===== src/rtl/digest_unpacker.sv =====
// digest_unpacker: serialises one wide big-endian digest beat into 32-bit AXI-Stream words.
// Revision: 1.0
`default_nettype none

module digest_unpacker #(
  parameter int S_AXIS_DATA_WIDTH = 512,
  parameter int M_AXIS_DATA_WIDTH = 32,
  parameter int COUNT_WIDTH       = 16
) (
  input  logic                           axi_aclk,
  input  logic                           axi_resetn,
  input  logic [S_AXIS_DATA_WIDTH-1:0]   s_axis_tdata,
  input  logic [S_AXIS_DATA_WIDTH/8-1:0] s_axis_tkeep,
  input  logic                           s_axis_tvalid,
  output logic                           s_axis_tready,
  input  logic                           s_axis_tlast,
  output logic [M_AXIS_DATA_WIDTH-1:0]   m_axis_tdata,
  output logic [3:0]                     m_axis_tkeep,
  output logic                           m_axis_tvalid,
  input  logic                           m_axis_tready,
  output logic                           m_axis_tlast,
  input  logic                           err_clear,
  output logic                           bad_keep,
  output logic [COUNT_WIDTH-1:0]         digest_count
);

  localparam int NW  = S_AXIS_DATA_WIDTH / 32;
  localparam int KW  = S_AXIS_DATA_WIDTH / 8;
  localparam int IW  = (NW > 1) ? $clog2(NW) : 1;
  localparam int NWW = $clog2(NW + 1);

  localparam logic [0:0] S_IDLE = 1'b0;
  localparam logic [0:0] S_SEND = 1'b1;

  logic [0:0]                   state_q, state_d;
  logic [S_AXIS_DATA_WIDTH-1:0] buf_q, buf_d;
  logic [NWW-1:0]               nwords_q, nwords_d;
  logic [IW-1:0]                idx_q, idx_d;
  logic [31:0]                  tdata_q, tdata_d;
  logic                         tlast_q, tlast_d;
  logic                         tvalid_q, tvalid_d;
  logic                         bad_q, bad_d;
  logic [COUNT_WIDTH-1:0]       count_q, count_d;

  logic                         w_keep_ok;
  logic [NWW-1:0]               w_k;
  logic [IW-1:0]                w_next_idx;
  logic [31:0]                  w_words [NW];
  logic                         w_unused;

  // Every beat is a whole digest, so tlast from upstream carries no information.
  assign w_unused = s_axis_tlast;

  for (genvar g = 0; g < NW; g++) begin : g_words
    assign w_words[g] = buf_q[32*g +: 32];
  end

  // tkeep must be exactly k whole words packed from bit 0.
  always_comb begin
    logic [KW-1:0] mask;
    mask      = '0;
    w_keep_ok = 1'b0;
    w_k       = '0;
    for (int k = 1; k <= NW; k++) begin
      mask = (mask << 4) | KW'(4'hF);
      if (s_axis_tkeep == mask) begin
        w_keep_ok = 1'b1;
        w_k       = NWW'(k);
      end
    end
  end

  assign w_next_idx = idx_q + 1'b1;

  always_comb begin
    state_d  = state_q;
    buf_d    = buf_q;
    nwords_d = nwords_q;
    idx_d    = idx_q;
    tdata_d  = tdata_q;
    tlast_d  = tlast_q;
    tvalid_d = tvalid_q;
    count_d  = count_q;
    bad_d    = err_clear ? 1'b0 : bad_q;
    case (state_q)
      S_IDLE: begin
        if (s_axis_tvalid) begin
          if (w_keep_ok) begin
            buf_d    = s_axis_tdata;
            nwords_d = w_k;
            idx_d    = '0;
            tdata_d  = s_axis_tdata[31:0];
            tlast_d  = (w_k == NWW'(1));
            tvalid_d = 1'b1;
            state_d  = S_SEND;
          end else begin
            bad_d = 1'b1;
          end
        end
      end
      S_SEND: begin
        if (m_axis_tready) begin
          if (tlast_q) begin
            tvalid_d = 1'b0;
            tlast_d  = 1'b0;
            count_d  = count_q + 1'b1;
            state_d  = S_IDLE;
          end else begin
            idx_d   = w_next_idx;
            tdata_d = w_words[w_next_idx];
            tlast_d = (NWW'(w_next_idx) == nwords_q - 1'b1);
          end
        end
      end
      default: state_d = S_IDLE;
    endcase
  end

  always_ff @(posedge axi_aclk) begin
    if (!axi_resetn) begin
      state_q  <= S_IDLE;
      buf_q    <= '0;
      nwords_q <= '0;
      idx_q    <= '0;
      tdata_q  <= '0;
      tlast_q  <= 1'b0;
      tvalid_q <= 1'b0;
      bad_q    <= 1'b0;
      count_q  <= '0;
    end else begin
      state_q  <= state_d;
      buf_q    <= buf_d;
      nwords_q <= nwords_d;
      idx_q    <= idx_d;
      tdata_q  <= tdata_d;
      tlast_q  <= tlast_d;
      tvalid_q <= tvalid_d;
      bad_q    <= bad_d;
      count_q  <= count_d;
    end
  end

  assign s_axis_tready = (state_q == S_IDLE);
  assign m_axis_tdata  = M_AXIS_DATA_WIDTH'(tdata_q);
  assign m_axis_tkeep  = tvalid_q ? 4'hF : 4'h0;
  assign m_axis_tvalid = tvalid_q;
  assign m_axis_tlast  = tlast_q;
  assign bad_keep      = bad_q;
  assign digest_count  = count_q;

endmodule

`default_nettype wire


===== config.mk =====
export PLATFORM = sky130hd
export DESIGN_NAME = digest_unpacker
export DESIGN_NICKNAME = d
export VERILOG_FILES = /design/src/rtl/digest_unpacker.sv
export SDC_FILE = /design/constraint.sdc
export NUM_CORES = 1
export LEC_CHECK = 0
export CAP_MARGIN = 20
export CELL_PAD_IN_SITES_DETAIL_PLACEMENT = 2
export CELL_PAD_IN_SITES_GLOBAL_PLACEMENT = 2
export CORE_ASPECT_RATIO = 0.5
export CORE_UTILIZATION = 25
export CTS_CLUSTER_SIZE = 12
export DETAILED_ROUTE_END_ITERATION = 12
export PLACE_DENSITY = 0.79
export SKIP_LAST_GASP = 1
export SLEW_MARGIN = 10
export SYNTH_ARGS = -nofsm -noshare
export SYNTH_HDL_FRONTEND = slang
export SYNTH_SLANG_ARGS = --single-unit

===== constraint.sdc =====
create_clock -name axi_aclk -period 4.95 [get_ports axi_aclk]
set_input_delay 1.2375 -clock axi_aclk [delete_from_list [all_inputs] [get_ports axi_aclk]]
set_output_delay 1.2375 -clock axi_aclk [all_outputs]
set_load 0.03 [all_outputs]

Word level (Yosys, flattened, before mapping)
Index checks and enable logic that the tools add are counted.
Storage, ports and cells
  register bits: 573
  output and inout port bits: 56
  input port bits: 582
Cells by class
  magnitude comparators: 1
  add/subtract/negate cells: 3
  muxes and demuxes: 65
  bitwise logic cells: 2
  equal/unequal tests: 23
  reduce and logical (&&, ||, !) cells: 5
Operator list (number)
  $mux W32: 6
  $bmux W32 S4: 1
  $mux W5: 15
  $eq A64 B12 Y1 const B: 1
  $eq A64 B16 Y1 const B: 1
  $eq A64 B20 Y1 const B: 1
  $eq A64 B24 Y1 const B: 1
  $eq A64 B28 Y1 const B: 1
  $eq A64 B32 Y1 const B: 1
  $eq A64 B36 Y1 const B: 1
  $eq A64 B4 Y1 const B: 1
  $eq A64 B40 Y1 const B: 1
  $eq A64 B44 Y1 const B: 1
  $eq A64 B48 Y1 const B: 1
  $eq A64 B52 Y1 const B: 1
  $eq A64 B56 Y1 const B: 1
  $eq A64 B60 Y1 const B: 1
  $eq A64 B64 Y1 const B: 1
  $eq A64 B8 Y1 const B: 1
  $pmux W32 S2: 1
  $mux W1: 33
  $mux W4: 5
  $add A16 B1 Y16 const B: 1
  $reduce_and A3 Y1: 3
  12 further kinds: 18

Logic depth before layout (Yosys ltp)
Gate-level depths: netlist of the first run.
  depth after elaboration: 21
  gate-level depth with buffers: 11

Worst setup path before layout of the first run
Ideal clock, no wire load.
  kind: input-to-reg
  from: input port s_axis_tkeep[44]
  to: register buf_q[268]
  stages: 10
  library setup time: 0.132 ns
  arrival: 3.358 ns
  slack: 1.460 ns
  cell sequence: or4_4 -> nor4_2 -> nand4_1 -> a21oi_1 -> o41ai_2 -> clkbuf_1 -> clkbuf_1 -> buf_2 -> nand2_1 -> a21oi_1
Between the ends
  longest elaborated chain between the ends: 18
  elaborated cells on any way between the ends: 33
RTL lines
  start: declaration: line 13  | input logic [S_AXIS_DATA_WIDTH/8-1:0] s_axis_tkeep,
  $eq A64 B4 Y1: line 66  | if (s_axis_tkeep == mask) begin
  $mux W1 (15 in series): line 66
  $mux W1 (*): line 66
  $reduce_and A3 Y1 (no source line) (*)
  end signal: assignment: line 132  | buf_q <= buf_d;
  end: declaration: line 36  | logic [S_AXIS_DATA_WIDTH-1:0] buf_q, buf_d;
Every way passes the cells marked *; elsewhere a longest branch is shown, timed or not.
A chain may end at the register's enable or synchronous reset.

Final worst setup path of the first run
  from: input port s_axis_tkeep[52]
  to: register buf_q[387]
Same word-level chain as after synthesis.

==> impl_results.html, run 1 <==
<table>
<tr><th>Metric</th><th>Value</th></tr>
<tr><th colspan="2">Synthesis</th></tr>
<tr><td>Basic-gate share of the synthesized area counting and, or, nand and nor cells</td><td>0.208</td></tr>
<tr><td>Multiplexer fraction of the synthesized cell area</td><td>0.147</td></tr>
<tr><td>Largest family of logic cells by synthesized area</td><td>simple AND/OR/NAND/NOR gates</td></tr>
<tr><td>EDFF count, synth</td><td>0</td></tr>
<tr><td>Top cell type by total area after synthesis</td><td>sky130_fd_sc_hd__dfxtp_1</td></tr>
<tr><td>Top_reg_cell synth</td><td>sky130_fd_sc_hd__dfxtp_1</td></tr>
<tr><td>Share of synthesized area occupied by flip-flops and latches</td><td>0.469</td></tr>
<tr><td>Count of mapped cells out of synthesis</td><td>2852</td></tr>
<tr><td>Cell variety after synth</td><td>49</td></tr>
<tr><td>Adder and majority cell fraction of the synthesized area</td><td>0.00153</td></tr>
<tr><td>Post-synthesis share of cell area spent on xor and xnor gates</td><td>0.00823</td></tr>
<tr><td>Post-synth top area share</td><td>0.469</td></tr>
<tr><td>Synthesis warning total</td><td>0</td></tr>
<tr><td>Post-Syn Area</td><td>0.0245 mm^2</td></tr>
<tr><td>Seq cells post-synth</td><td>573</td></tr>
<tr><td>Post-synthesis async set-or-reset flop share</td><td>0</td></tr>
<tr><td>Top post-synthesis cells by area</td><td>sky130_fd_sc_hd__dfxtp_1 47%, sky130_fd_sc_hd__nand2_1 16%, sky130_fd_sc_hd__mux4_2 15%</td></tr>
<tr><td>Post-Synthesis Mean Instance Area</td><td>8.58 um^2</td></tr>
<tr><td>Compound-gate portion of the synthesized area</td><td>0.124</td></tr>
<tr><td>Mapped Nets</td><td>3437</td></tr>
<tr><th colspan="2">Timing</th></tr>
<tr><td>Final setup TNS</td><td>0 ns</td></tr>
<tr><td>Hold violation total from the final report</td><td>0</td></tr>
<tr><td>Max Slew Vio Count</td><td>0</td></tr>
<tr><td>Unrepaired setup endpoints after global routing</td><td>no</td></tr>
<tr><td>Maximum clock rate</td><td>0.242 GHz</td></tr>
<tr><td>Slew of the pin with the lowest slew margin</td><td>1.12 ns</td></tr>
<tr><td>Final setup violation count</td><td>0</td></tr>
<tr><td>Post-layout minimum cycle time</td><td>4.14 ns</td></tr>
<tr><td>Max-slew headroom</td><td>0.255</td></tr>
<tr><td>Skew final</td><td>0.0112 ns</td></tr>
<tr><td>Period Utilization, post-route</td><td>0.836</td></tr>
<tr><th colspan="2">Clock tree</th></tr>
<tr><td>Post-CTS clock slew at the launch and capture registers of the worst setup and hold paths</td><td>0.06 ns</td></tr>
<tr><td>Clock net sink count</td><td>573</td></tr>
<tr><td>Post-CTS repair timing setup buffer count</td><td>0</td></tr>
<tr><td>Total number of H-tree levels</td><td>2</td></tr>
<tr><td>Cts-stage hold buffer count</td><td>0</td></tr>
<tr><td>Number of gates given a new drive strength after cts</td><td>0</td></tr>
<tr><td>Cell at the root of the clock tree</td><td>sky130_fd_sc_hd__clkbuf_16</td></tr>
<tr><td>Max Buffers Root-to-Sink</td><td>3</td></tr>
<tr><td>Inserted Clock Buffers</td><td>58</td></tr>
<tr><td>Skew-Pair Late Insertion Delay</td><td>0.64 ns</td></tr>
<tr><td>CTS tree</td><td>done</td></tr>
<tr><th colspan="2">Critical path</th></tr>
<tr><td>Critical path's slowest cell</td><td>sky130_fd_sc_hd__nor4_1</td></tr>
<tr><td>Arrival time reported for the critical path endpoint</td><td>4.69 ns</td></tr>
<tr><td>Kind of end point of the critical path</td><td>register</td></tr>
<tr><td>Biggest fanout along the worst timing path</td><td>58</td></tr>
<tr><td>Req. time, crit path</td><td>5.50 ns</td></tr>
<tr><td>Stage delay of the slowest cell on the critical path</td><td>0.57 ns</td></tr>
<tr><td>Sequence of cells on the critical path</td><td>clkdlybuf4s50_1 -&gt; nor4_1 -&gt; and4_1 -&gt; nand4_1 -&gt; a21oi_1 -&gt; nor3_1 -&gt; a21oi_4 -&gt; buf_12 -&gt; buf_12 -&gt; buf_4 -&gt; nand2_1 -&gt; a21oi_1</td></tr>
<tr><td>Classification of the worst setup path</td><td>input port to register</td></tr>
<tr><td>Category of the worst setup path launch point</td><td>input port</td></tr>
<tr><td>CP top delay family</td><td>simple AND/OR/NAND/NOR gates</td></tr>
<tr><td>Buffers and inverters on the worst path</td><td>4</td></tr>
<tr><th colspan="2">Placed design</th></tr>
<tr><td>DPL Wire Length</td><td>83500 um</td></tr>
<tr><td>GPL Wtd Cong</td><td>0.893</td></tr>
<tr><td>Number of buffer cells added on primary ports</td><td>636</td></tr>
<tr><th colspan="2">GRT</th></tr>
<tr><td>Initial antenna violation count</td><td>64</td></tr>
<tr><td>Number of global-route vias before repair</td><td>25.3k</td></tr>
<tr><td>First-pass GRT wire length</td><td>163000 um</td></tr>
<tr><td>Maximum number of pins on one net before global-route repair</td><td>131</td></tr>
<tr><td>Global Route Usage Sum</td><td>0.220</td></tr>
<tr><td>Overflow after GRT</td><td>0</td></tr>
<tr><th colspan="2">Die</th></tr>
<tr><td>I/O pin total</td><td>638</td></tr>
<tr><td>Die H</td><td>223 um</td></tr>
<tr><td>Die outline width</td><td>445 um</td></tr>
<tr><td>Placeable core area</td><td>0.0962 mm^2</td></tr>
<tr><td>Area enclosed by the die boundary</td><td>0.0993 mm^2</td></tr>
<tr><td>Site Rows</td><td>80</td></tr>
<tr><td>Initial core utilization</td><td>0.255</td></tr>
<tr><th colspan="2">Route</th></tr>
<tr><td>Count of unresolved DRC violations after routing</td><td>0</td></tr>
<tr><td>Iteration count of the initial detailed-routing pass</td><td>5</td></tr>
<tr><td>Average via count per standard cell</td><td>4.91</td></tr>
<tr><td>Total Wirelength</td><td>113000 um</td></tr>
<tr><td>Final antenna-violating net count</td><td>0</td></tr>
<tr><td>Via total after detailed routing</td><td>23.4k</td></tr>
<tr><td>Starting DRC count in detailed routing</td><td>1374</td></tr>
<tr><td>Routed length per placed instance</td><td>23.6 um</td></tr>
<tr><th colspan="2">Run status</th></tr>
<tr><td>Result of the run</td><td>complete, no violations</td></tr>
<tr><th colspan="2">Power</th></tr>
<tr><td>Worst VDD drop</td><td>0.238 mV</td></tr>
<tr><td>Power density over the cells</td><td>282 mW/mm^2</td></tr>
<tr><td>Leakage power summed over all cells</td><td>10.8 nW</td></tr>
<tr><th colspan="2">Min path</th></tr>
<tr><td>Tightest Hold Check Type</td><td>register to register</td></tr>
<tr><th colspan="2">Final layout</th></tr>
<tr><td>Final core utilization</td><td>0.356</td></tr>
<tr><td>Proportion of layout cells with a drive suffix above 1</td><td>0.0908</td></tr>
<tr><td>Filler cell count in the final layout</td><td>10.5k</td></tr>
<tr><td>Count of nets after finishing</td><td>3961</td></tr>
<tr><td>Growth of design area from synthesis to finish</td><td>39.9%</td></tr>
<tr><th colspan="2">Run</th></tr>
<tr><td>Maxcap violations</td><td>0</td></tr>
</table>
[power breakdown]
group	switching [W]	total, W	leakage [nW]	internal, W
combinational	0.000208	0.000628	5.31	0.000420
sequential	0.000000287	0.00461	4.61	0.00461
clock	0.00197	0.00442	0.863	0.00245
[sequential cells by signal (all words and copies together) (netlist names)]
register       count
bad_keep           1
buf_q            512
digest_count      16
idx_q              4
m_axis_tdata      32
m_axis_tlast       1
m_axis_tvalid      1
nwords_q           5
state_q            1
[final timing paths]
check,cells after the start,endpoint,slack (ns),from
setup / recovery,12,buf_q[387],0.81,s_axis_tkeep[52]
hold / removal,2,buf_q[390],0.45,buf_q[390]
setup reg to reg,6,m_axis_tdata[23],1.61,idx_q[0]
hold reg to reg,2,buf_q[390],0.45,buf_q[390]
[layout make-up]
cell class / count / area, um^2 / share of cell area
tap: 1312 / 1640 / 0.0479
antenna: 48 / 120 / 0.00351
clock inverter: 10 / 164 / 0.00479
sequential: 573 / 11500 / 0.335
multi-input combinational: 2045 / 12000 / 0.351
clock buffer: 78 / 1610 / 0.0469
inverter: 6 / 30.0 / 0.000877
timing repair buffer: 692 / 7180 / 0.210
[synth_stat cells, types with 8 or more instances]
cell type,n
sky130_fd_sc_hd__nand2_1,1050
sky130_fd_sc_hd__dfxtp_1,573
sky130_fd_sc_hd__a21oi_1,522
sky130_fd_sc_hd__mux4_2,160
sky130_fd_sc_hd__clkbuf_1,143
sky130_fd_sc_hd__nor2_1,102
sky130_fd_sc_hd__buf_2,58
sky130_fd_sc_hd__nor3_1,38
sky130_fd_sc_hd__o21ai_0,37
sky130_fd_sc_hd__nand4_1,24
sky130_fd_sc_hd__xor2_1,17
sky130_fd_sc_hd__nor4_1,14
sky130_fd_sc_hd__nand3_1,13
sky130_fd_sc_hd__buf_1,11
sky130_fd_sc_hd__buf_6,11
sky130_fd_sc_hd__and4_1,8
[layer usage]
layer,up-vias,track usage,wire (um)
met1,12000,0.267,46700
met3,190,0.0296,3860
met4,10,0.104,4710
met5,-,0,60
met2,436,0.383,57200
li1,10800,-,-
[cells by family (layout without fill, tap and decap cells)]
| logic type | count (synthesis) | after routing |
|---|---|---|
| compound gates | 587 | 587 |
| xor+xnor | 23 | 23 |
| fa+ha+maj | 3 | 3 |
| buf+inv | 234 | 786 |
| flops | 573 | 573 |
| mux | 160 | 160 |
| other cells | 0 | 48 |
| simple gates | 1272 | 1272 |
[tightest hold or removal path, cell delays in order, from the launching register on]
cell and delay [ns]:
sky130_fd_sc_hd__dfxtp_1 0.31, sky130_fd_sc_hd__nand2_1 0.05, sky130_fd_sc_hd__a21oi_1 0.05
[through the flow]
stage	cells	worst slack [ns]	instance area (um^2)	hold WS [ns]	total power, W
after floorplan	2852	1.46	24500	0.429	0.00480
after global placement	4628	0.271	32400	0.436	0.00534
after detailed placement	4628	0.188	32400	0.447	0.00534
after CTS	4716	0.823	34100	0.454	0.00977
after global routing	4760	0.573	34200	0.470	0.00999
final	4764	0.812	34200	0.451	0.00966
[layout by cell type, fill, tap and decap left out, types with 6 or more instances in the layout]
cell type,instances
sky130_fd_sc_hd__nand2_1,1050
sky130_fd_sc_hd__nor2_1,102
sky130_fd_sc_hd__buf_12,32
sky130_fd_sc_hd__buf_4,24
sky130_fd_sc_hd__o21ai_0,37
sky130_fd_sc_hd__xor2_1,16
sky130_fd_sc_hd__clkbuf_8,6
sky130_fd_sc_hd__nor4_1,14
sky130_fd_sc_hd__a211oi_1,7
sky130_fd_sc_hd__clkbuf_16,59
sky130_fd_sc_hd__nand3_1,13
sky130_fd_sc_hd__nor3_1,38
sky130_fd_sc_hd__and4_1,8
sky130_fd_sc_hd__mux4_2,160
sky130_fd_sc_hd__clkbuf_1,13
sky130_fd_sc_hd__dfxtp_1,572
sky130_fd_sc_hd__diode_2,48
sky130_fd_sc_hd__nand4_1,24
sky130_fd_sc_hd__a21oi_1,522
sky130_fd_sc_hd__clkdlybuf4s50_1,635
(Power assumes the default switching activity.)
==> run 2, diff against run 1 <==
clock period = 3.9 ns   (was 4.95 ns; I/O delays follow)
==> impl_results.html, run 2 (same netlist as run 1, synthesis figures left out) <==
<table>
<tr><th>Metric</th><th>Value</th></tr>
<tr><th colspan="2">Critical path</th></tr>
<tr><td>Launching element of the worst setup path</td><td>s_axis_tkeep[44]</td></tr>
<tr><td>Arrival time reported for the critical path endpoint</td><td>4.01 ns (-0.68 ns)</td></tr>
<tr><td>Req. time, crit path</td><td>4.45 ns (-1.05 ns)</td></tr>
<tr><td>Classification of the worst setup path</td><td>input port to register</td></tr>
<tr><td>Category of the worst setup path launch point</td><td>input port</td></tr>
<tr><td>Worst setup path end</td><td>buf_q[41]</td></tr>
<tr><td>Worst Reg-to-Reg Cells</td><td>6 (unchanged)</td></tr>
<tr><td>Kind of end point of the critical path</td><td>register</td></tr>
<tr><td>Capture point of the worst reg-to-reg path</td><td>m_axis_tdata[12]</td></tr>
<tr><td>Setup slack, reg-to-reg</td><td>0.68 ns (-0.93 ns)</td></tr>
<tr><td>Reg2Reg Launch Point</td><td>idx_q[0]</td></tr>
<tr><td>Biggest fanout along the worst timing path</td><td>30 (-48%)</td></tr>
<tr><th colspan="2">Timing</th></tr>
<tr><td>Slew of the pin with the lowest slew margin</td><td>1.11 ns (-0.0113 ns)</td></tr>
<tr><td>Max-slew headroom</td><td>0.262 (+0.00754)</td></tr>
<tr><td>Post-layout minimum cycle time</td><td>3.45 ns</td></tr>
<tr><td>Skew final</td><td>0.0338 ns (+0.0226 ns)</td></tr>
<tr><td>Max Slew Vio Count</td><td>0 (unchanged)</td></tr>
<tr><td>Final setup violation count</td><td>0 (unchanged)</td></tr>
<tr><td>Maximum clock rate</td><td>0.290 GHz</td></tr>
<tr><td>Unrepaired setup endpoints after global routing</td><td>no</td></tr>
<tr><td>Period Utilization, post-route</td><td>0.885</td></tr>
<tr><td>Hold violation total from the final report</td><td>0 (unchanged)</td></tr>
<tr><th colspan="2">Power</th></tr>
<tr><td>Worst VDD drop</td><td>0.318 mV (+34%)</td></tr>
<tr><td>Combinational share of power</td><td>0.067 (+0.002)</td></tr>
<tr><td>Power Internal</td><td>0.00936 W (+25%)</td></tr>
<tr><td>Switching part of the total power</td><td>0.232 (+0.00631)</td></tr>
<tr><td>Switching power total</td><td>0.00283 W (+30%)</td></tr>
<tr><td>Clk pwr share</td><td>0.453 (-0.005)</td></tr>
<tr><td>Power density over the cells</td><td>352 mW/mm^2 (+25%)</td></tr>
<tr><td>Leakage power summed over all cells</td><td>11.0 nW (+2.3%)</td></tr>
<tr><td>Sequential fraction of design power</td><td>0.480 (+0.003)</td></tr>
<tr><th colspan="2">Final layout</th></tr>
<tr><td>Most frequent standard cell in the layout excluding fill and tap cells</td><td>sky130_fd_sc_hd__nand2_1</td></tr>
<tr><td>Area of combinational cells with multiple inputs</td><td>0.0120 mm^2 (unchanged)</td></tr>
<tr><td>Count of nets after finishing</td><td>4009 (+1.2%)</td></tr>
<tr><td>Growth of design area from synthesis to finish</td><td>41.5%</td></tr>
<tr><td>Most used cells in the layout excluding fill and tap cells</td><td>1050 x sky130_fd_sc_hd__nand2_1, 635 x sky130_fd_sc_hd__clkdlybuf4s50_1, 572 x sky130_fd_sc_hd__dfxtp_1, 522 x sky130_fd_sc_hd__a21oi_1, 160 x sky130_fd_sc_hd__mux4_2</td></tr>
<tr><td>Proportion of layout cells with a drive suffix above 1</td><td>0.104 (+0.0132)</td></tr>
<tr><td>Sequential cell area</td><td>0.0115 mm^2 (unchanged)</td></tr>
<tr><td>Post-Layout Cell Count</td><td>4810 (+0.97%)</td></tr>
<tr><td>Final core utilization</td><td>0.360 (+0.00405)</td></tr>
<tr><td>Max FFs per register</td><td>512 (unchanged)</td></tr>
<tr><td>Register containing the most flip-flops in the final layout</td><td>buf_q</td></tr>
<tr><td>Filler cell count in the final layout</td><td>10.6k (+0.45%)</td></tr>
<tr><th colspan="2">Route</th></tr>
<tr><td>Final antenna-violating net count</td><td>0 (unchanged)</td></tr>
<tr><td>Average via count per standard cell</td><td>4.93 (+0.47%)</td></tr>
<tr><td>Count of unresolved DRC violations after routing</td><td>0 (unchanged)</td></tr>
<tr><td>Iteration count of the initial detailed-routing pass</td><td>5 (unchanged)</td></tr>
<tr><td>Total Wirelength</td><td>115000 um (+1.8%)</td></tr>
<tr><td>Via total after detailed routing</td><td>23.7k (+1.4%)</td></tr>
<tr><td>Starting DRC count in detailed routing</td><td>1391 (+1.2%)</td></tr>
<tr><td>Routed length per placed instance</td><td>23.8 um (+0.84%)</td></tr>
<tr><th colspan="2">Run status</th></tr>
<tr><td>Result of the run</td><td>complete, no violations</td></tr>
<tr><th colspan="2">Placed design</th></tr>
<tr><td>Placed Instances</td><td>4676 (+1.0%)</td></tr>
<tr><td>Number of buffer cells added on primary ports</td><td>636 (unchanged)</td></tr>
<tr><td>GPL Wtd Cong</td><td>0.879 (-1.6%)</td></tr>
<tr><td>DPL Wire Length</td><td>86400 um (+3.4%)</td></tr>
<tr><th colspan="2">Die</th></tr>
<tr><td>I/O pin total</td><td>638 (unchanged)</td></tr>
<tr><td>Area enclosed by the die boundary</td><td>0.0993 mm^2 (unchanged)</td></tr>
<tr><td>Die outline width</td><td>445 um (unchanged)</td></tr>
<tr><td>Die H</td><td>223 um (unchanged)</td></tr>
<tr><td>Site Rows</td><td>80 (unchanged)</td></tr>
<tr><td>Placeable core area</td><td>0.0962 mm^2 (unchanged)</td></tr>
<tr><td>Initial core utilization</td><td>0.255 (unchanged)</td></tr>
<tr><th colspan="2">GRT</th></tr>
<tr><td>Initial antenna violation count</td><td>57 (-11%)</td></tr>
<tr><td>First-pass GRT wire length</td><td>167000 um (+2.6%)</td></tr>
<tr><td>Overflow after GRT</td><td>0 (unchanged)</td></tr>
<tr><td>Number of global-route vias before repair</td><td>25.7k (+1.6%)</td></tr>
<tr><td>Maximum number of pins on one net before global-route repair</td><td>123 (-6.1%)</td></tr>
<tr><td>Global Route Usage Sum</td><td>0.225 (+0.00533)</td></tr>
<tr><th colspan="2">Clock tree</th></tr>
<tr><td>Post-CTS repair timing setup buffer count</td><td>0 (unchanged)</td></tr>
<tr><td>Number of gates given a new drive strength after cts</td><td>0 (unchanged)</td></tr>
<tr><td>Skew-Pair Late Insertion Delay</td><td>0.66 ns (+0.02 ns)</td></tr>
<tr><td>Cts-stage hold buffer count</td><td>0 (unchanged)</td></tr>
<tr><td>Total number of H-tree levels</td><td>2 (unchanged)</td></tr>
<tr><td>Post-CTS clock slew at the launch and capture registers of the worst setup and hold paths</td><td>0.06 ns (about the same)</td></tr>
<tr><td>Cell at the root of the clock tree</td><td>sky130_fd_sc_hd__clkbuf_16</td></tr>
<tr><td>Inserted Clock Buffers</td><td>58 (unchanged)</td></tr>
<tr><td>CTS tree</td><td>done</td></tr>
<tr><td>Clock net sink count</td><td>573 (unchanged)</td></tr>
<tr><td>Max Buffers Root-to-Sink</td><td>3 (unchanged)</td></tr>
<tr><th colspan="2">Run</th></tr>
<tr><td>Maxcap violations</td><td>0 (unchanged)</td></tr>
<tr><th colspan="2">Min path</th></tr>
<tr><td>Tightest Hold Check Type</td><td>register to register</td></tr>
<tr><td>Source of the worst hold timing path</td><td>buf_q[144]</td></tr>
</table>
run 2: layout make-up:
class                   instances  share of cell area
diodes                         44             0.00318
clock buffers                  80              0.0472
clock inverters                10             0.00361
inverters                       6            0.000867
multi-input cells            2045               0.347
flip-flops and latches        573               0.331
well taps                    1312              0.0474
repair buffers                740               0.219
run 2: worst min path at each step:
| stage | to | slack, ns | depth (start not counted) |
|---|---|---|---|
| floorplan | buf_q[0] | 0.43 | 2 |
| global route | buf_q[368] | 0.47 | 2 |
| global placement | buf_q[229] | 0.43 | 2 |
| detailed placement | buf_q[326] | 0.44 | 2 |
| CTS | buf_q[321] | 0.45 | 2 |
| finish | buf_q[144] | 0.45 | 2 |
run 2: stage by stage:
step	setup TNS [ns]	hold slack [ns]	setup slack [ns]	instance area, um^2	total power [W]
after floorplan	0	0.429	0.673	24500	0.00609
after global placement	-23.81	0.435	-0.186	32800	0.00680
after detailed placement	-71.51	0.445	-0.238	32800	0.00680
after CTS	0	0.454	0.444	34500	0.0123
after global routing	0	0.475	0.217	34600	0.0126
final	0	0.452	0.448	34600	0.0122
run 2: routing by layer:
metal  share of wire  vias to the layer above  track usage
li1                -                    10900            -
met5         0.00024                        -            0
met1            0.41                    12200        0.274
met2            0.51                      476        0.394
met3           0.035                      178       0.0282
met4           0.041                        4        0.106
run 2: worst max-delay path: stages:
cell and delay (ns):
sky130_fd_sc_hd__clkdlybuf4s50_1 0.43, sky130_fd_sc_hd__or4_4 0.58, sky130_fd_sc_hd__nor4_2 0.46, sky130_fd_sc_hd__nand4_1 0.27, sky130_fd_sc_hd__a21o_1 0.27, sky130_fd_sc_hd__a21oi_4 0.16, sky130_fd_sc_hd__buf_12 0.18, sky130_fd_sc_hd__buf_12 0.18
sky130_fd_sc_hd__buf_12 0.21, sky130_fd_sc_hd__nand2_1 0.09, sky130_fd_sc_hd__a21oi_1 0.18
run 2: power by group through the flow:
stage | combinational, W | clock, W | sequential, W
detailed placement | 0.000817 | 0 | 0.00598
floorplan | 0.000105 | 0 | 0.00598
CTS | 0.000825 | 0.00567 | 0.00585
global placement | 0.000814 | 0 | 0.00598
global route | 0.000859 | 0.00590 | 0.00585
finish | 0.000818 | 0.00552 | 0.00585
==> run 3, diff against run 2 <==
==> constraint.sdc (replaced) <==
create_clock -name axi_aclk -period 3.9 [get_ports axi_aclk]
set_input_delay 0.78 -clock axi_aclk [delete_from_list [all_inputs] [get_ports axi_aclk]]
set_output_delay 0.78 -clock axi_aclk [all_outputs]
set_load 0.03 [all_outputs]
==> impl_results.html, run 3 (same netlist as run 1, synthesis figures left out) <==
<table>
<tr><th>Metric</th><th>Value</th></tr>
<tr><th colspan="2">Min path</th></tr>
<tr><td>Tightest Hold Check Type</td><td>register to register</td></tr>
<tr><td>Worst-case hold path end point</td><td>buf_q[161]</td></tr>
<tr><td>Number of cells on the worst hold path</td><td>2 (unchanged)</td></tr>
<tr><td>Source of the worst hold timing path</td><td>buf_q[161]</td></tr>
<tr><th colspan="2">Die</th></tr>
<tr><td>Area enclosed by the die boundary</td><td>0.0993 mm^2 (unchanged)</td></tr>
<tr><td>Die H</td><td>223 um (unchanged)</td></tr>
<tr><td>Site Rows</td><td>80 (unchanged)</td></tr>
<tr><td>I/O pin total</td><td>638 (unchanged)</td></tr>
<tr><td>Initial core utilization</td><td>0.255 (unchanged)</td></tr>
<tr><td>Placeable core area</td><td>0.0962 mm^2 (unchanged)</td></tr>
<tr><td>Die outline width</td><td>445 um (unchanged)</td></tr>
<tr><th colspan="2">Run status</th></tr>
<tr><td>Result of the run</td><td>complete, no violations</td></tr>
<tr><th colspan="2">Timing</th></tr>
<tr><td>Hold violation total from the final report</td><td>0 (unchanged)</td></tr>
<tr><td>Unrepaired setup endpoints after global routing</td><td>no</td></tr>
<tr><td>Max Slew Vio Count</td><td>0 (unchanged)</td></tr>
<tr><td>Max-slew headroom</td><td>0.388 (+0.125)</td></tr>
<tr><td>Final setup TNS</td><td>0 ns (unchanged)</td></tr>
<tr><td>Skew final</td><td>0.0213 ns (-0.0125 ns)</td></tr>
<tr><td>Maximum clock rate</td><td>0.304 GHz (+4.9%)</td></tr>
<tr><td>Slew of the pin with the lowest slew margin</td><td>0.919 ns (-0.188 ns)</td></tr>
<tr><td>Period Utilization, post-route</td><td>0.844 (-0.0411)</td></tr>
<tr><td>Final setup violation count</td><td>0 (unchanged)</td></tr>
<tr><td>Post-layout minimum cycle time</td><td>3.29 ns (-0.160 ns)</td></tr>
<tr><td>Worst slack on hold paths</td><td>0.453 ns (+0.000511 ns)</td></tr>
<tr><th colspan="2">Clock tree</th></tr>
<tr><td>Skew-Pair Late Insertion Delay</td><td>0.65 ns (about the same)</td></tr>
<tr><td>Cts-stage hold buffer count</td><td>0 (unchanged)</td></tr>
<tr><td>CTS tree</td><td>done</td></tr>
<tr><td>Clock net sink count</td><td>573 (unchanged)</td></tr>
<tr><td>Number of gates given a new drive strength after cts</td><td>0 (unchanged)</td></tr>
<tr><td>Post-CTS repair timing setup buffer count</td><td>0 (unchanged)</td></tr>
<tr><td>Total number of H-tree levels</td><td>2 (unchanged)</td></tr>
<tr><td>Cell at the root of the clock tree</td><td>sky130_fd_sc_hd__clkbuf_16</td></tr>
<tr><td>Max Buffers Root-to-Sink</td><td>3 (unchanged)</td></tr>
<tr><td>Inserted Clock Buffers</td><td>58 (unchanged)</td></tr>
<tr><td>Post-CTS clock slew at the launch and capture registers of the worst setup and hold paths</td><td>0.06 ns (about the same)</td></tr>
<tr><th colspan="2">Critical path</th></tr>
<tr><td>Capture point of the worst reg-to-reg path</td><td>m_axis_tdata[11]</td></tr>
<tr><td>Launching element of the worst setup path</td><td>s_axis_tkeep[0]</td></tr>
<tr><td>Req. time, crit path</td><td>4.46 ns (about the same)</td></tr>
<tr><td>Sequence of cells on the critical path</td><td>clkdlybuf4s50_1 -&gt; nand4_1 -&gt; or4_1 -&gt; a211o_1 -&gt; o22ai_2 -&gt; nor3_1 -&gt; a21oi_4 -&gt; buf_12 -&gt; buf_12 -&gt; buf_12 -&gt; nand2_1 -&gt; a21oi_1</td></tr>
<tr><td>Biggest fanout along the worst timing path</td><td>31 (+3.3%)</td></tr>
<tr><td>Kind of end point of the critical path</td><td>register</td></tr>
<tr><td>Stage delay of the slowest cell on the critical path</td><td>0.64 ns (+0.06 ns)</td></tr>
<tr><td>Critical path's slowest cell</td><td>sky130_fd_sc_hd__or4_1</td></tr>
<tr><td>Worst Reg-to-Reg Cells</td><td>6 (unchanged)</td></tr>
<tr><td>Cell type with the highest occurrence count on the critical path</td><td>sky130_fd_sc_hd__buf_12</td></tr>
<tr><td>Arrival time reported for the critical path endpoint</td><td>3.85 ns (-0.16 ns)</td></tr>
<tr><td>Reg2Reg Launch Point</td><td>idx_q[0]</td></tr>
<tr><td>Setup slack, reg-to-reg</td><td>0.88 ns (+0.20 ns)</td></tr>
<tr><td>Classification of the worst setup path</td><td>input port to register</td></tr>
<tr><td>Category of the worst setup path launch point</td><td>input port</td></tr>
<tr><th colspan="2">Run</th></tr>
<tr><td>Maxcap violations</td><td>0 (unchanged)</td></tr>
<tr><th colspan="2">Final layout</th></tr>
<tr><td>Most frequent standard cell in the layout excluding fill and tap cells</td><td>sky130_fd_sc_hd__nand2_1</td></tr>
<tr><td>Proportion of layout cells with a drive suffix above 1</td><td>0.103 (-0.00141)</td></tr>
<tr><td>Post-Layout Inst Area</td><td>0.0345 mm^2 (-0.31%)</td></tr>
<tr><td>Count of nets after finishing</td><td>4001 (-0.20%)</td></tr>
<tr><td>Max FFs per register</td><td>512 (unchanged)</td></tr>
<tr><td>Area of combinational cells with multiple inputs</td><td>0.0120 mm^2 (unchanged)</td></tr>
<tr><td>Sequential cell area</td><td>0.0115 mm^2 (unchanged)</td></tr>
<tr><td>Post-Layout Cell Count</td><td>4803 (-0.15%)</td></tr>
<tr><td>Filler cell count in the final layout</td><td>10.6k (+0.53%)</td></tr>
<tr><td>Growth of design area from synthesis to finish</td><td>41.0%</td></tr>
<tr><td>Most used cells in the layout excluding fill and tap cells</td><td>1050 x sky130_fd_sc_hd__nand2_1, 635 x sky130_fd_sc_hd__clkdlybuf4s50_1, 572 x sky130_fd_sc_hd__dfxtp_1, 522 x sky130_fd_sc_hd__a21oi_1, 160 x sky130_fd_sc_hd__mux4_2</td></tr>
<tr><td>Register containing the most flip-flops in the final layout</td><td>buf_q</td></tr>
<tr><th colspan="2">GRT</th></tr>
<tr><td>Maximum number of pins on one net before global-route repair</td><td>135 (+9.8%)</td></tr>
<tr><td>Overflow after GRT</td><td>0 (unchanged)</td></tr>
<tr><td>Global Route Usage Sum</td><td>0.226 (+0.00122)</td></tr>
<tr><td>First-pass GRT wire length</td><td>168000 um (+0.45%)</td></tr>
<tr><td>Initial antenna violation count</td><td>63 (+11%)</td></tr>
<tr><td>Number of global-route vias before repair</td><td>26.0k (+1.2%)</td></tr>
<tr><th colspan="2">Placed design</th></tr>
<tr><td>DPL Wire Length</td><td>86200 um (-0.16%)</td></tr>
<tr><td>Area of placed instances</td><td>0.0327 mm^2 (-0.34%)</td></tr>
<tr><td>GPL Wtd Cong</td><td>0.885 (+0.71%)</td></tr>
<tr><td>Number of buffer cells added on primary ports</td><td>636 (unchanged)</td></tr>
<tr><td>Placed Instances</td><td>4668 (-0.17%)</td></tr>
<tr><th colspan="2">Route</th></tr>
<tr><td>Total Wirelength</td><td>116000 um (+1.1%)</td></tr>
<tr><td>Average via count per standard cell</td><td>4.93 (-0.11%)</td></tr>
<tr><td>Count of unresolved DRC violations after routing</td><td>0 (unchanged)</td></tr>
<tr><td>Via total after detailed routing</td><td>23.7k (-0.25%)</td></tr>
<tr><td>Iteration count of the initial detailed-routing pass</td><td>7 (+2)</td></tr>
<tr><td>Routed length per placed instance</td><td>24.1 um (+1.2%)</td></tr>
<tr><td>Starting DRC count in detailed routing</td><td>1216 (-13%)</td></tr>
<tr><td>Final antenna-violating net count</td><td>0 (unchanged)</td></tr>
<tr><th colspan="2">Power</th></tr>
<tr><td>Leakage power summed over all cells</td><td>11.0 nW (-0.37%)</td></tr>
<tr><td>Worst VDD drop</td><td>0.366 mV (+15%)</td></tr>
<tr><td>Total power of the final layout</td><td>0.0122 W (+0.16%)</td></tr>
<tr><td>Power density over the cells</td><td>354 mW/mm^2 (+0.47%)</td></tr>
</table>
==> run 3: through the flow <==
stage / setup slack, ns / utilization
2_1_floorplan: 0.868 / -
6_report: 0.608 / 0.359
3_3_place_gp: 0.0939 / 0.339
4_1_cts: 0.657 / 0.358
3_5_place_dp: 0.0107 / 0.339
5_1_grt: 0.457 / 0.359
==> run 3: how the worst max path moves through the flow <==
stage	endpoint	slack (ns)
after floorplan	buf_q[268]	0.87
after global placement	idx_q[2]	0.09
after detailed placement	idx_q[2]	0.01
after CTS	idx_q[2]	0.66
after global routing	idx_q[2]	0.46
final	buf_q[138]	0.61
==> run 3: per-layer routing <==
metal	up-vias	routed length [um]	share of wire	global-route usage
met3	237	4510	0.039	0.0322
met4	12	6070	0.052	0.128
li1	10900	-	-	-
met1	12000	47000	0.41	0.269
met5	-	82	0.00071	0
met2	542	58100	0.50	0.392
==> run 3: area by class of cell <==
| class | count | share of cell area |
|---|---|---|
| Antenna cell | 48 | 0.00348 |
| Clock buffer | 75 | 0.0468 |
| Timing Repair Buffer | 732 | 0.217 |
| Multi-Input combinational cell | 2045 | 0.348 |
| Tap cell | 1312 | 0.0475 |
| Sequential cell | 573 | 0.332 |
| Inverter | 6 | 0.000870 |
| Clock inverter | 12 | 0.00395 |
==> run 3: critical path, delay by kind of cell <==
family / cells / cell delay [ns]
buf+inv: 4 / 1.07
compound gates: 4 / 0.91
simple gates: 4 / 1.05
==> run 3: power breakdown <==
group	total [W]	switching (W)	internal, W
Combinational	0.000826	0.000284	0.000542
Clock	0.00553	0.00252	0.00301
Sequential	0.00585	0.000000463	0.00585
Total	0.0122	0.00280	0.00941
